[src/rtl/axi_chan_fifo_bank.sv]
// Bank of independent valid/ready channel buffers: each channel is either a
// combinational pass-through or a first-word-fall-through FIFO.
module axi_chan_fifo_bank #(
  parameter int                  NUM_CHAN     = 5,
  parameter int                  DATA_WIDTH   = 64,
  parameter int                  DEPTH        = 4,
  parameter logic [NUM_CHAN-1:0] CHAN_MODE    = {NUM_CHAN{1'b1}},
  parameter int                  AFULL_THRESH = DEPTH - 1
) (
  input  logic                                     XBAR_CLK,
  input  logic                                     sysReset,
  input  logic [NUM_CHAN-1:0]                      in_valid,
  input  logic [NUM_CHAN*DATA_WIDTH-1:0]           in_data,
  output logic [NUM_CHAN-1:0]                      in_ready,
  output logic [NUM_CHAN-1:0]                      out_valid,
  output logic [NUM_CHAN*DATA_WIDTH-1:0]           out_data,
  input  logic [NUM_CHAN-1:0]                      out_ready,
  input  logic [NUM_CHAN-1:0]                      chan_flush,
  output logic [NUM_CHAN*$clog2(DEPTH+1)-1:0]      chan_level,
  output logic [NUM_CHAN-1:0]                      chan_afull
);

  localparam int              LW      = $clog2(DEPTH + 1);
  localparam int              PW      = $clog2(DEPTH);
  localparam logic [LW-1:0]   DEPTH_L = LW'(DEPTH);
  localparam logic [LW-1:0]   AFULL_L = LW'(AFULL_THRESH);

  for (genvar gi = 0; gi < NUM_CHAN; gi++) begin : g_chan
    if (CHAN_MODE[gi]) begin : g_fifo
      logic [DATA_WIDTH-1:0] mem [DEPTH];
      logic [PW-1:0]         wr_ptr_q, wr_ptr_d;
      logic [PW-1:0]         rd_ptr_q, rd_ptr_d;
      logic [LW-1:0]         count_q, count_d;
      logic                  afull_q, afull_d;
      logic                  init_q;
      logic                  rdy, push, pop;

      // init_q holds in_ready low until the first edge after reset release
      always_comb begin
        rdy      = init_q & (count_q != DEPTH_L) & ~chan_flush[gi];
        push     = in_valid[gi] & rdy;
        pop      = (count_q != '0) & out_ready[gi];
        wr_ptr_d = wr_ptr_q;
        rd_ptr_d = rd_ptr_q;
        count_d  = count_q;
        if (chan_flush[gi]) begin
          wr_ptr_d = '0;
          rd_ptr_d = '0;
          count_d  = '0;
        end else begin
          if (push) wr_ptr_d = wr_ptr_q + 1'b1;
          if (pop)  rd_ptr_d = rd_ptr_q + 1'b1;
          case ({push, pop})
            2'b10:   count_d = count_q + 1'b1;
            2'b01:   count_d = count_q - 1'b1;
            default: count_d = count_q;
          endcase
        end
        afull_d = (count_d >= AFULL_L);
      end

      always_ff @(posedge XBAR_CLK or negedge sysReset) begin
        if (!sysReset) begin
          wr_ptr_q <= '0;
          rd_ptr_q <= '0;
          count_q  <= '0;
          afull_q  <= 1'b0;
          init_q   <= 1'b0;
        end else begin
          wr_ptr_q <= wr_ptr_d;
          rd_ptr_q <= rd_ptr_d;
          count_q  <= count_d;
          afull_q  <= afull_d;
          init_q   <= 1'b1;
        end
      end

      always_ff @(posedge XBAR_CLK) begin
        if (push) mem[wr_ptr_q] <= in_data[gi*DATA_WIDTH +: DATA_WIDTH];
      end

      assign in_ready[gi]                           = rdy;
      assign out_valid[gi]                          = (count_q != '0);
      assign out_data[gi*DATA_WIDTH +: DATA_WIDTH]  = mem[rd_ptr_q];
      assign chan_level[gi*LW +: LW]                = count_q;
      assign chan_afull[gi]                         = afull_q;
    end else begin : g_bypass
      assign in_ready[gi]                           = out_ready[gi];
      assign out_valid[gi]                          = in_valid[gi];
      assign out_data[gi*DATA_WIDTH +: DATA_WIDTH]  = in_data[gi*DATA_WIDTH +: DATA_WIDTH];
      assign chan_level[gi*LW +: LW]                = '0;
      assign chan_afull[gi]                         = 1'b0;
    end
  end

endmodule

[config.mk]
export PLATFORM = sky130hd
export DESIGN_NAME = axi_chan_fifo_bank
export DESIGN_NICKNAME = d
export VERILOG_FILES = /design/src/rtl/axi_chan_fifo_bank.sv
export SDC_FILE = /design/constraint.sdc
export NUM_CORES = 1
export LEC_CHECK = 0
export ABC_CLOCK_PERIOD_IN_PS = 3800
export BUFFER_PORTS_ARGS = -buffer_cell sky130_fd_sc_hd__clkbuf_2
export CELL_PAD_IN_SITES_DETAIL_PLACEMENT = 0
export CELL_PAD_IN_SITES_GLOBAL_PLACEMENT = 1
export CORE_MARGIN = 4
export CORE_UTILIZATION = 40
export CTS_BUF_LIST = sky130_fd_sc_hd__clkbuf_8
export CTS_CLUSTER_DIAMETER = 80
export DETAILED_ROUTE_END_ITERATION = 10
export PLACE_DENSITY = 0.65
export SLEW_MARGIN = 20
export SYNTH_ARGS = -nofsm -noshare
export SYNTH_HDL_FRONTEND = slang
export SYNTH_SLANG_ARGS = --single-unit
[constraint.sdc]
create_clock -name XBAR_CLK -period 3.8 [get_ports XBAR_CLK]
set_input_delay 0.38 -clock XBAR_CLK [delete_from_list [all_inputs] [get_ports XBAR_CLK]]
set_output_delay 0.38 -clock XBAR_CLK [all_outputs]
set_load 0.05 [all_outputs]
* Yosys cells after proc, flatten, opt, wreduce, memory -nomap -nowiden
Memories as Yosys holds them, arrays and structs flattened. Index checks and enable logic that the tools add are counted.
Word-level totals: output and inout port bits 350, bits in registers 41, logic and storage cells 146, input port bits 337, RAM bits 1280, memories kept 5
Memory list:
- g_chan[0].g_fifo.mem | depth 4, bits a word 64, read ports 1, clocked after Yosys merged registers in 0, wr ports 1, RTL line 30 | logic [DATA_WIDTH-1:0] mem [DEPTH];
- g_chan[1].g_fifo.mem | depth 4, bits a word 64, read ports 1, clocked after Yosys merged registers in 0, wr ports 1, RTL line 30
- g_chan[2].g_fifo.mem | depth 4, bits a word 64, read ports 1, clocked after Yosys merged registers in 0, wr ports 1, RTL line 30
- g_chan[3].g_fifo.mem | depth 4, bits a word 64, read ports 1, clocked after Yosys merged registers in 0, wr ports 1, RTL line 30
- g_chan[4].g_fifo.mem | depth 4, bits a word 64, read ports 1, clocked after Yosys merged registers in 0, wr ports 1, RTL line 30
Cells by class: eq/ne operators 15, bitwise gates (word level) 25, $add $sub $neg 20, reduce and logical (&&, ||, !) cells 15, order comparisons 5, muxes and demuxes 40
Operators with widths (number):
- 2-to-1 mux 2 bit | 20
- case mux 3 bit (2 select lines) | 5
- adder 2 x 1 -> 2 bit, second input constant | 10
- bitwise AND 1 bit | 20
- nonzero test 2 bit | 10
- adder 3 x 1 -> 3 bit, second input constant | 5
- greater-or-equal comparator 3 x 2 -> 1 bit, second input constant | 5
- 2-to-1 mux 3 bit | 5
- != test 3 bit, second input constant | 5
- nonzero test 3 bit | 5
- subtractor 3 x 1 -> 3 bit, second input constant | 5
- == test 2 x 1 -> 1 bit, second input constant | 5
- == test 2 bit, second input constant | 5
- 2-to-1 mux 1 bit | 10
- inverter 1 bit | 5

* Depth between registers and ports, before layout
Gate-level depths: netlist of the first run.
word-level depth 8, mapped depth 9

* Least setup slack after synthesis of the first run
Ideal clock, no wire load.
kind flip-flop to flip-flop, start register g_chan[3].g_fifo.count_q[0], end memory g_chan[3].g_fifo.mem[1][0], enable pin, data required time 3371 ps, buffers on the path 0, setup time 429 ps, cell stages (with the launch flop) 4, path slack 522 ps, period minus slack after synthesis 3278 ps, arrival 2849 ps, path through dfrtp_1 -> nor2_1 -> a211oi_4 -> and2_1
Between the ends: cells in the longest elaborated chain, start to end 6
RTL lines:
- start: declaration | RTL line 33 | logic [LW-1:0] count_q, count_d;
- start signal: assignment | RTL line 72 | count_q <= count_d;
- != test 3 bit | RTL line 40 | rdy = init_q & (count_q != DEPTH_L) & ~chan_flush[gi];
- bitwise AND 1 bit (2 in series) | RTL line 40
- bitwise AND 1 bit | RTL line 41 | push = in_valid[gi] & rdy;
- 2-to-1 mux 1 bit | RTL line 79 | if (push) mem[wr_ptr_q] <= in_data[gi*DATA_WIDTH +: DATA_WIDTH];
- 2-to-1 mux 1 bit (implied by the code) | RTL line 79
- end: declaration | RTL line 30
No other way between the ends.

* Final worst setup path of the first run
start register g_chan[0].g_fifo.rd_ptr_q[0], end output port out_data[56]
Between the ends: cells in the longest elaborated chain, start to end 1
RTL lines:
- start: declaration | RTL line 32 | logic [PW-1:0] rd_ptr_q, rd_ptr_d;
- start signal: assignment | RTL line 71 | rd_ptr_q <= rd_ptr_d;
- memory (4 x 64 bit)
- end: declaration | RTL line 16 | output logic [NUM_CHAN*DATA_WIDTH-1:0] out_data,
No other way between the ends.

==> impl_results.md, run 1 <==
- Worst-case clock buffer depth: 3
- DRT iter0 DRCs: 1689
- Sequential share of power: 44.5%
- Gate Count Post-Synth: 1939
- Number of flops mapped to enable cells by yosys: 1280
- Clock Power Share: between 20% and 30%
- Synthesized flop and latch total: 1321
- Dominant register cell in the synthesized netlist: edfxtp_1
- Die width: 357 um
- Most frequent cells in the layout: edfxtp_1, clkbuf_2, dlygate4sd3_1
- CTS Buf Count: 211
- YS warnings: 0
- Clk Tree Root Cell: clkbuf_8
- Slew HR: between 40 and 50%
- ANT nets after route: 0
- Global route overflow: 0
- Sequential-to-total area share from yosys stat: 80.8%
- Cts hold-fix bufs: 341
- Sw Ratio: 33.5%
- Final setup viols: 0
- Slew Limit Fails: 0
- Top Metal Used: met5
- Achievable clock frequency: 0.294 GHz
- Area Growth Syn to Fin: 26.7%
- PortBufs: slightly below 700
- Clk_lat worst skew: around 0.92 ns
- Initial core utilization: 40.5%
- CP Capture Type: output port
- Place WS: between 0.8 and 0.9 ns
- Detailed Routing Iterations Pass 1: 5
- Worst EP arrival: about 3.0 ns
- Sw power: 12700 uW
- Power, Total: roughly 38000 uW
- Layout cells sized above 1: about two fifths
- Placer Congestion: 0.761
- Final WS setup: 0.398 ns
- Area of the core: between 100000 and 150000 um2
- Register area: 39500 um2
- Post-Syn Nets: 2306
- Antenna violations before repair: 16
- Nets: 3525
- Slew @ Worst Pin: 0.769 ns
- Combinational share of power: 26.1%
- Wl on met1: 43900 um
- Commonest non-fill, non-tap cell in the layout: edfxtp_1
- Via density: 4.96
- Worst VDD drop: between 400 and 500 uV
- Die area: 128000 um2
- CTS H-tree lvls: 4
- Pint: about 25000 uW
- Post-synth ARST share: 3.10%
- Crit path launch type: register
- Avg Inst Size Synth: between 20 and 30 um2
- Clk slew on worst S/H paths: around 0.060 ns
- Clock skew: 0.0609 ns
- Row count: 127
- Final worst path period share: 89.5%
- Status: finished, final reports clean
- Chip height: around 360 um
- RSZ-0062 raised after global routing: false
- Fillcell total: 9608
- Critical Path RT: 3.42 ns
- Max-cap viol count: 0
- Post-synthesis cell type count: 37
- Setup bufs post-CTS: 0
- Cell area after placement: 54500 um2
- Critical path peak fanout: between 40 and 50
- Post-route minimum period: approximately 3.4 ns
- Drt total wl: 116000 um
- Global-route wire length before repair: 171000 um
- Num Clock Sinks: 1321
- Power density cells: between 600 and 700 nW/um2
- Wire length on met3: between 8000 and 9000 um
- Post-route cell area: roughly 62000 um2
- CTS tree: built
- Multi-input logic area: roughly 8800 um2
- DRC violations left: 0
- Non-filler instance count after layout: 4960
- Largest net degree at the start of global routing: 65
- Mapped cell area: 48800 um2
- Dpl hpwl: 76600 um
- Gr usage total: 18.0%
- P_leak: 0.0215 uW
- Post-CTS sizing: 0
- HP Class: in -> reg
- Metal2 WL: roughly 60000 um
- CP Class: reg -> out
- IO Pins: 687
- Placed Cells: 4216
- Count of final hold-check violations: 0
- Mean routed wirelength per cell: 23.4 um
- TNS Setup: 0 ns
- Number of global-route vias before repair: 26600
- Vias: ~25000
==> layout make-up <==
cell class	count	area share, %
flip-flops and latches	1321	63.8
multi-input cells	515	14.2
repair buffers	1091	12.3
clock buffers	213	4.74
well taps	1612	3.26
clock inverters	180	1.56
inverters	18	0.109
diodes	10	0.0404
==> logic make-up (layout without fill, tap and decap cells) <==
| family | count (synthesis) | after routing | synth area share (%) |
|---|---|---|---|
| other cells | 1 | 11 | 0.00768 |
| xor+xnor | 20 | 20 | 0.359 |
| mux | 335 | 335 | 15.1 |
| buf+inv | 103 | 1502 | 1.20 |
| flops | 1321 | 1321 | 80.8 |
| fa+ha+maj | 30 | 30 | 0.846 |
| simple gates | 93 | 93 | 1.05 |
| compound gates | 36 | 36 | 0.615 |
==> through the flow <==
stage	utilization (%)	hold slack (ns)
2_1_floorplan	-	0.0844
3_3_place_gp	45.2	0.522
3_5_place_dp	45.2	0.469
4_1_cts	51.3	0.0539
5_1_grt	51.3	0.126
6_report	51.3	0.220
==> path summary, 6_finish.rpt <==
path	from	to	slack, ns	cells after the start
hold reg to reg	g_chan[0].g_fifo.wr_ptr_q[0]$_DFFE_PN0P_	g_chan[0].g_fifo.wr_ptr_q[0]$_DFFE_PN0P_	0.55	1
setup reg to reg	g_chan[4].g_fifo.init_q$_DFF_PN0_	g_chan[4].g_fifo.count_q[2]$_DFF_PN0_	0.96	8
hold / removal	in_data[206]	g_chan[3].g_fifo.mem[1][14]$_DFFE_PP_	0.22	2
min in group asynchronous	sysReset	g_chan[1].g_fifo.rd_ptr_q[0]$_DFFE_PN0P_	0.60	3
setup / recovery	g_chan[0].g_fifo.rd_ptr_q[0]$_DFFE_PN0P_	out_data[56]	0.40	3
max in group asynchronous	sysReset	g_chan[1].g_fifo.rd_ptr_q[1]$_DFFE_PN0P_	2.67	4
==> power groups by stage <==
stage	logic, uW	clock network (uW)	registers (uW)
finish	9880	11100	16900
global route	10300	12300	17000
CTS	10000	11500	16900
detailed placement	9660	0	17200
global placement	9610	0	17200
floorplan	7420	0	16900
==> cell usage after synthesis, drive strengths merged (8+ instances only) <==
master | instances | share of area [%]
nor2 | 33 | 0.25
dfrtp | 41 | 2.1
inv | 18 | 0.14
nand2 | 11 | 0.085
xor2 | 10 | 0.18
mux2i | 10 | 0.20
clkbuf | 12 | 0.092
and2 | 20 | 0.28
edfxtp | 1280 | 79
buf | 73 | 0.97
nand2b | 8 | 0.12
mux4 | 320 | 15
xnor2 | 10 | 0.18
ha | 25 | 0.64
==> routing by layer <==
layer,vias up,GRT usage (%)
met5,-,0
met4,8,6.82
met3,187,5.79
met2,823,30.5
met1,12800,21.7
li1,10800,-
==> worst max-delay path, cell delays in order (launching register included) <==
cell      delay (ns)
dfrtp_4         0.74
buf_12          0.37
mux4_2          0.61
clkbuf_2        0.26
==> registers in the layout, summed over array words and instances (netlist names) <==
| name | cells |
|---|---|
| g_chan.g_fifo.afull_q | 5 |
| g_chan.g_fifo.count_q | 15 |
| g_chan.g_fifo.init_q | 1 |
| g_chan.g_fifo.mem | 1280 |
| g_chan.g_fifo.rd_ptr_q | 10 |
| g_chan.g_fifo.wr_ptr_q | 10 |
(Power assumes the default switching activity.)
==> run 2, diff against run 1 <==
Settings changed: CORE_ASPECT_RATIO set to 1.4, RECOVER_POWER set to 50.
==> impl_results.md, run 2 (synthesized netlist as in run 1, its figures left out) <==
- Max-cap viol count: 4
- DRC violations left: 0
- Layout cells sized above 1: 30.5%
- TNS Setup: 0 ns
- Num Clock Sinks: 1321
- Crit path launch type: register
- Non-filler instance count after layout: ~4900
- Hold Crit Depth: 2
- CTS tree: built
- Max reg flops: 1280
- Global route overflow: 0
- Clock skew: 0.0413 ns
- Critical path peak fanout: 24
- Post-route cell area: 61000 um2
- CP peak stage delay: 0.73 ns
- Area of the core: 121000 um2
- Slew @ Worst Pin: approximately 2.0 ns
- Antenna violations before repair: 29
- CTS Buf Count: 197
- Worst-case clock buffer depth: 3
- Die width: 303 um
- Row count: roughly 150
- Final core occ: around half
- Slew Limit Fails: around 220
- Detailed Routing Iterations Pass 1: 5
- HP Class: in -> reg
- Most frequent cells in the layout: edfxtp_1, clkbuf_2, dlygate4sd3_1
- Crit path max-delay family: buffers and inverters
- CTS H-tree lvls: 4
- Nets: around 3500
- DRT iter0 DRCs: between 1000 and 1500
- Achievable clock frequency: ~0.30 GHz
- Number of global-route vias before repair: 27000
- Biggest regs: g_chan.g_fifo.mem x1280, g_chan.g_fifo.count_q x15
- Count of final hold-check violations: 0
- Placed Cells: approximately 4200
- Clk_lat worst skew: 0.89 ns
- Fillcell total: 9968
- ANT nets after route: 0
- Hold slack: 0.289 ns
- Final worst path period share: 88.2%
- Met1 Usage GRT: around a fifth
- Placer Congestion: 0.758
- RSZ-0062 raised after global routing: false
- Crit-path cells: buf_4, mux4_2, clkbuf_2
- Setup bufs post-CTS: 0
- Drt total wl: 115000 um
- Worst VDD drop: 451 uV
- Slew HR: -34.9%
- Met2 Track Usage GR: 30.6%
- Cell area after placement: ~54000 um2
- CP Capture Type: output port
- Status: finished, violations left
- Worst EP arrival: ~3.0 ns
- Post-route minimum period: 3.35 ns
- Final setup viols: 0
- Initial core utilization: 40.3%
- Area Growth Syn to Fin: 24.9%
- Reg2Reg Depth: 8
- Mean routed wirelength per cell: 23.4 um
- IO Pins: 687
- Global-route wire length before repair: 171000 um
- Commonest non-fill, non-tap cell in the layout: edfxtp_1
- Met3 Usage GRT: 6.61%
- R2R setup slack: 0.48 ns
- Dpl hpwl: between 70000 and 80000 um
- Clk Tree Root Cell: clkbuf_8
- P_leak: 0.0202 uW
- Gr busiest metal: met2
- WHS Endpoint: g_chan[3].g_fifo.mem[3][46]$_DFFE_PP_
- Clk slew on worst S/H paths: around 0.06 ns
- Hold_sp: in_data[238]
- Gr usage total: 18.0%
- Die area: 128000 um2
- R2r endpoint: g_chan[4].g_fifo.afull_q$_DFF_PN0_
- Largest net degree at the start of global routing: 66
- Via density: 4.98
- CP max stage cell: dfrtp_4
- Crit Reg-Reg Startpoint: g_chan[4].g_fifo.init_q$_DFF_PN0_
- CP bufs+invs: 2
- CP Class: reg -> out
- Top reg by flops: g_chan.g_fifo.mem
- Critical Path RT: 3.42 ns
- Chip height: about 420 um
- PortBufs: 686
- Vias: 24400
- Violated checks: max-capacitance violations, max-slew violations
- Power density cells: 610 nW/um2
-- run 2: cell count changes in the layout (fill, tap and decap cells not counted), moves of 4 or more --
cell and delta:
clkbuf_1 +328, clkbuf_2 -322, buf_4 -36, clkinv_1 -22, diode_2 +18, clkbuf_8 -12, inv_1 -7, buf_12 +4
clkinvlp_4 +4
-- run 2: stage by stage --
| stage | setup WS [ns] | total power, uW |
|---|---|---|
| after floorplan | 0.522 | 24400 |
| after global placement | 0.933 | 26700 |
| after detailed placement | 0.873 | 26800 |
| after CTS | 0.208 | 37900 |
| after global routing | 0.172 | 38900 |
| final | 0.450 | 37200 |
-- run 2: how the worst max path moves through the flow --
stage                                                         from                                    to  slack (ns)  cells past startpoint
final                     g_chan[1].g_fifo.rd_ptr_q[0]$_DFFE_PN0P_                          out_data[74]        0.45                      3
after global routing      g_chan[1].g_fifo.rd_ptr_q[0]$_DFFE_PN0P_                         out_data[121]        0.17                      3
after CTS                 g_chan[1].g_fifo.rd_ptr_q[0]$_DFFE_PN0P_                          out_data[74]        0.21                      3
after detailed placement         g_chan[4].g_fifo.init_q$_DFF_PN0_    g_chan[4].g_fifo.afull_q$_DFF_PN0_        0.87                      8
after global placement           g_chan[4].g_fifo.init_q$_DFF_PN0_    g_chan[4].g_fifo.afull_q$_DFF_PN0_        0.93                      8
after floorplan              g_chan[3].g_fifo.count_q[0]$_DFF_PN0_  g_chan[3].g_fifo.mem[1][0]$_DFFE_PP_        0.52                      3
-- run 2: timing repair --
action | CTS | global route
gates resized for setup | 0 | 0
hold buffers | 341 | 0
endpoints found under the hold margin | 1345 | 0
-- run 2: cell type report --
cell class / instances / area, um2 / share of cell area (%)
clock buffers: 201 / 2770 / 4.53
flip-flops and latches: 1321 / 39500 / 64.7
repair buffers: 1066 / 7030 / 11.5
diodes: 28 / 70.1 / 0.115
well taps: 1606 / 2010 / 3.29
clock inverters: 151 / 830 / 1.36
inverters: 18 / 67.6 / 0.111
multi-input cells: 515 / 8740 / 14.3
-- run 2: per-layer routing --
metal	vias up	share of wire, %
li1	10700	-
met1	12700	36
met2	846	52
met3	196	9.2
met4	2	2.8
met5	-	0.011
-- run 2: power breakdown --
group          switching (uW)  total, uW  internal (uW)  leakage [uW]
clock network            5290      10600           5330       0.00207
logic                    6560       9740           3180       0.00600
registers                 538      16900          16300        0.0121
total                   12400      37200          24800        0.0202
==> run 3, diff against run 2 <==
Settings changed: CORE_UTILIZATION 40 to 52, PLACE_DENSITY 0.65 to 0.81, REMOVE_ABC_BUFFERS set to 1, SLEW_MARGIN 20 to unset.
==> impl_results.md, run 3 (synthesized netlist as in run 1, its figures left out) <==
- Die area: 98900 um2
- Worst EP arrival: 4.11 ns
- CTS tree: built
- DRT iter0 DRCs: 1877
- Commonest non-fill, non-tap cell in the layout: edfxtp_1
- Register area: 39500 um2
- Clk_lat worst skew: 0.86 ns
- Num Clock Sinks: 1321
- Critical Path RT: 4.53 ns
- Sw Ratio: 33.2%
- Critical path peak fanout: 7
- Count of final hold-check violations: 0
- Crit path launch type: register
- Max-cap viol count: 2
- RSZ-0062 raised after global routing: false
- Mean routed wirelength per cell: 25.0 um
- Place WS: 1.03 ns
- CTS H-tree lvls: 4
- Gr usage total: between 20% and 30%
- Most frequent cells in the layout: edfxtp_1, clkbuf_2, dlygate4sd3_1
- Global-route wire length before repair: 169000 um
- Clock skew: 0.0359 ns
- Number of global-route vias before repair: 27200
- Initial core utilization: 52.6%
- Drt total wl: 112000 um
- Antenna violations before repair: 22
- Area of the core: 92800 um2
- Multi-input logic area: 8750 um2
- Slew @ Worst Pin: roughly 2.4 ns
- IO Pins: 687
- Top reg by flops: g_chan.g_fifo.mem
- P_leak: ~0.020 uW
- TNS Setup: 0 ns
- Placed Cells: about 3800
- Global route overflow: 0
- CTS Buf Count: approximately 190
- Clk Tree Root Cell: clkbuf_8
- Sw power: 12300 uW
- Chip height: 371 um
- Clock Power Share: around 28%
- Slew Limit Fails: 107
- Setup bufs post-CTS: 0
- Non-filler instance count after layout: 4494
- Clk slew on worst S/H paths: 0.06 ns
- Area Growth Syn to Fin: 23.7%
- Final WS setup: 0.426 ns
- Post-route minimum period: 3.37 ns
- Layout cells sized above 1: 30.5%
- Dpl hpwl: 72100 um
- CP Capture Type: register
- Achievable clock frequency: 0.296 GHz
- Final worst path period share: ~89%
- Violated checks: max-capacitance violations, max-slew violations
- Via density: 5.54
- HP Class: in -> reg
- Slew HR: -60.3%
- Sequential share of power: a little under half
- Final setup viols: 0
- Biggest regs: g_chan.g_fifo.mem x1280, g_chan.g_fifo.count_q x15
- Fillcell total: 6101
- PortBufs: 686
- Die width: 267 um
- Vias: 24900
- Pint: 24600 uW
- Worst-case clock buffer depth: 3
- DRC violations left: 0
- Detailed Routing Iterations Pass 1: 5
- CP Class: reg -> reg
- Combinational share of power: between 20% and 30%
- Max reg flops: 1280
- Status: finished, violations left
- Reg2Reg Depth: 9
- ANT nets after route: 0
- Placer Congestion: 0.803
- Worst VDD drop: a little under 500 uV
- Nets: 3486
- Hold Crit Depth: 2
- Row count: 132
- Power density cells: 611 nW/um2
- Power, Total: 36900 uW
- Largest net degree at the start of global routing: 65
==> run 3: cell types whose count changed in the layout (fill, tap and decap cells not counted), sizes merged <==
| cell | change |
|---|---|
| inv | -10 |
| buf | +9 |
| clkinvlp | -4 |
| diode | -4 |
| bufinv | -2 |
| clkbuf | -1 |
==> run 3: through the flow <==
stage	utilization, %	hold slack (ns)	area [um2]
4_1_cts	65.6	0.0861	60900
6_report	65.1	0.319	60400
2_1_floorplan	-	0.0844	48300
5_1_grt	65.1	0.261	60400
3_5_place_dp	58.2	0.502	54000
3_3_place_gp	58.2	0.502	54000
==> run 3: critical path: stages, from the launching register on <==
cell and delay (ns):
dfrtp_1 0.48, clkbuf_1 0.31, nand2b_1 0.14, a211oi_1 0.81, inv_1 0.11, ha_1 0.29
fa_1 0.39, xnor2_1 0.17, or4_1 0.46, o211ai_1 0.13
==> run 3: metal layers <==
| layer | vias to the layer above | share of wire [%] | global-route usage (%) |
|---|---|---|---|
| met1 | 12900 | 35 | 27.1 |
| met5 | - | 0.024 | 0 |
| met3 | 236 | 9.2 | 7.72 |
| li1 | 10700 | - | - |
| met4 | 4 | 3.9 | 9.35 |
| met2 | 1107 | 52 | 38.8 |
==> run 3: power groups by stage <==
stage	logic [uW]	registers (uW)	clock network, uW
global placement	9350	17300	0
CTS	9800	17000	10500
detailed placement	9430	17300	0
floorplan	6460	17700	0
finish	9680	17000	10200
global route	10100	17100	11200
==> run 3: timing repair <==
item,in CTS,in global routing
resized for setup,0,0
endpoints found under the hold margin,1361,0
hold buffers,341,0
==> run 3: final cells by class <==
cell class,count,area share (%)
multi-input cells,515,14.5
inverters,18,0.112
flip-flops and latches,1321,65.4
clock buffers,199,4.53
repair buffers,1076,11.7
clock inverters,135,1.18
well taps,1206,2.50
diodes,24,0.0994
==> run 3: path summary, 6_finish.rpt <==
| kind | slack [ns] | end | from |
|---|---|---|---|
| worst min-delay path | 0.32 | g_chan[0].g_fifo.mem[1][53]$_DFFE_PP_ | in_data[53] |
| worst max register to register | 0.43 | g_chan[4].g_fifo.afull_q$_DFF_PN0_ | g_chan[4].g_fifo.init_q$_DFF_PN0_ |
| worst min register to register | 0.55 | g_chan[4].g_fifo.wr_ptr_q[0]$_DFFE_PN0P_ | g_chan[4].g_fifo.wr_ptr_q[0]$_DFFE_PN0P_ |
| worst max-delay path | 0.43 | g_chan[4].g_fifo.afull_q$_DFF_PN0_ | g_chan[4].g_fifo.init_q$_DFF_PN0_ |
| max in group asynchronous | 1.15 | g_chan[0].g_fifo.rd_ptr_q[0]$_DFFE_PN0P_ | sysReset |
| min in group asynchronous | 0.91 | g_chan[3].g_fifo.afull_q$_DFF_PN0_ | sysReset |
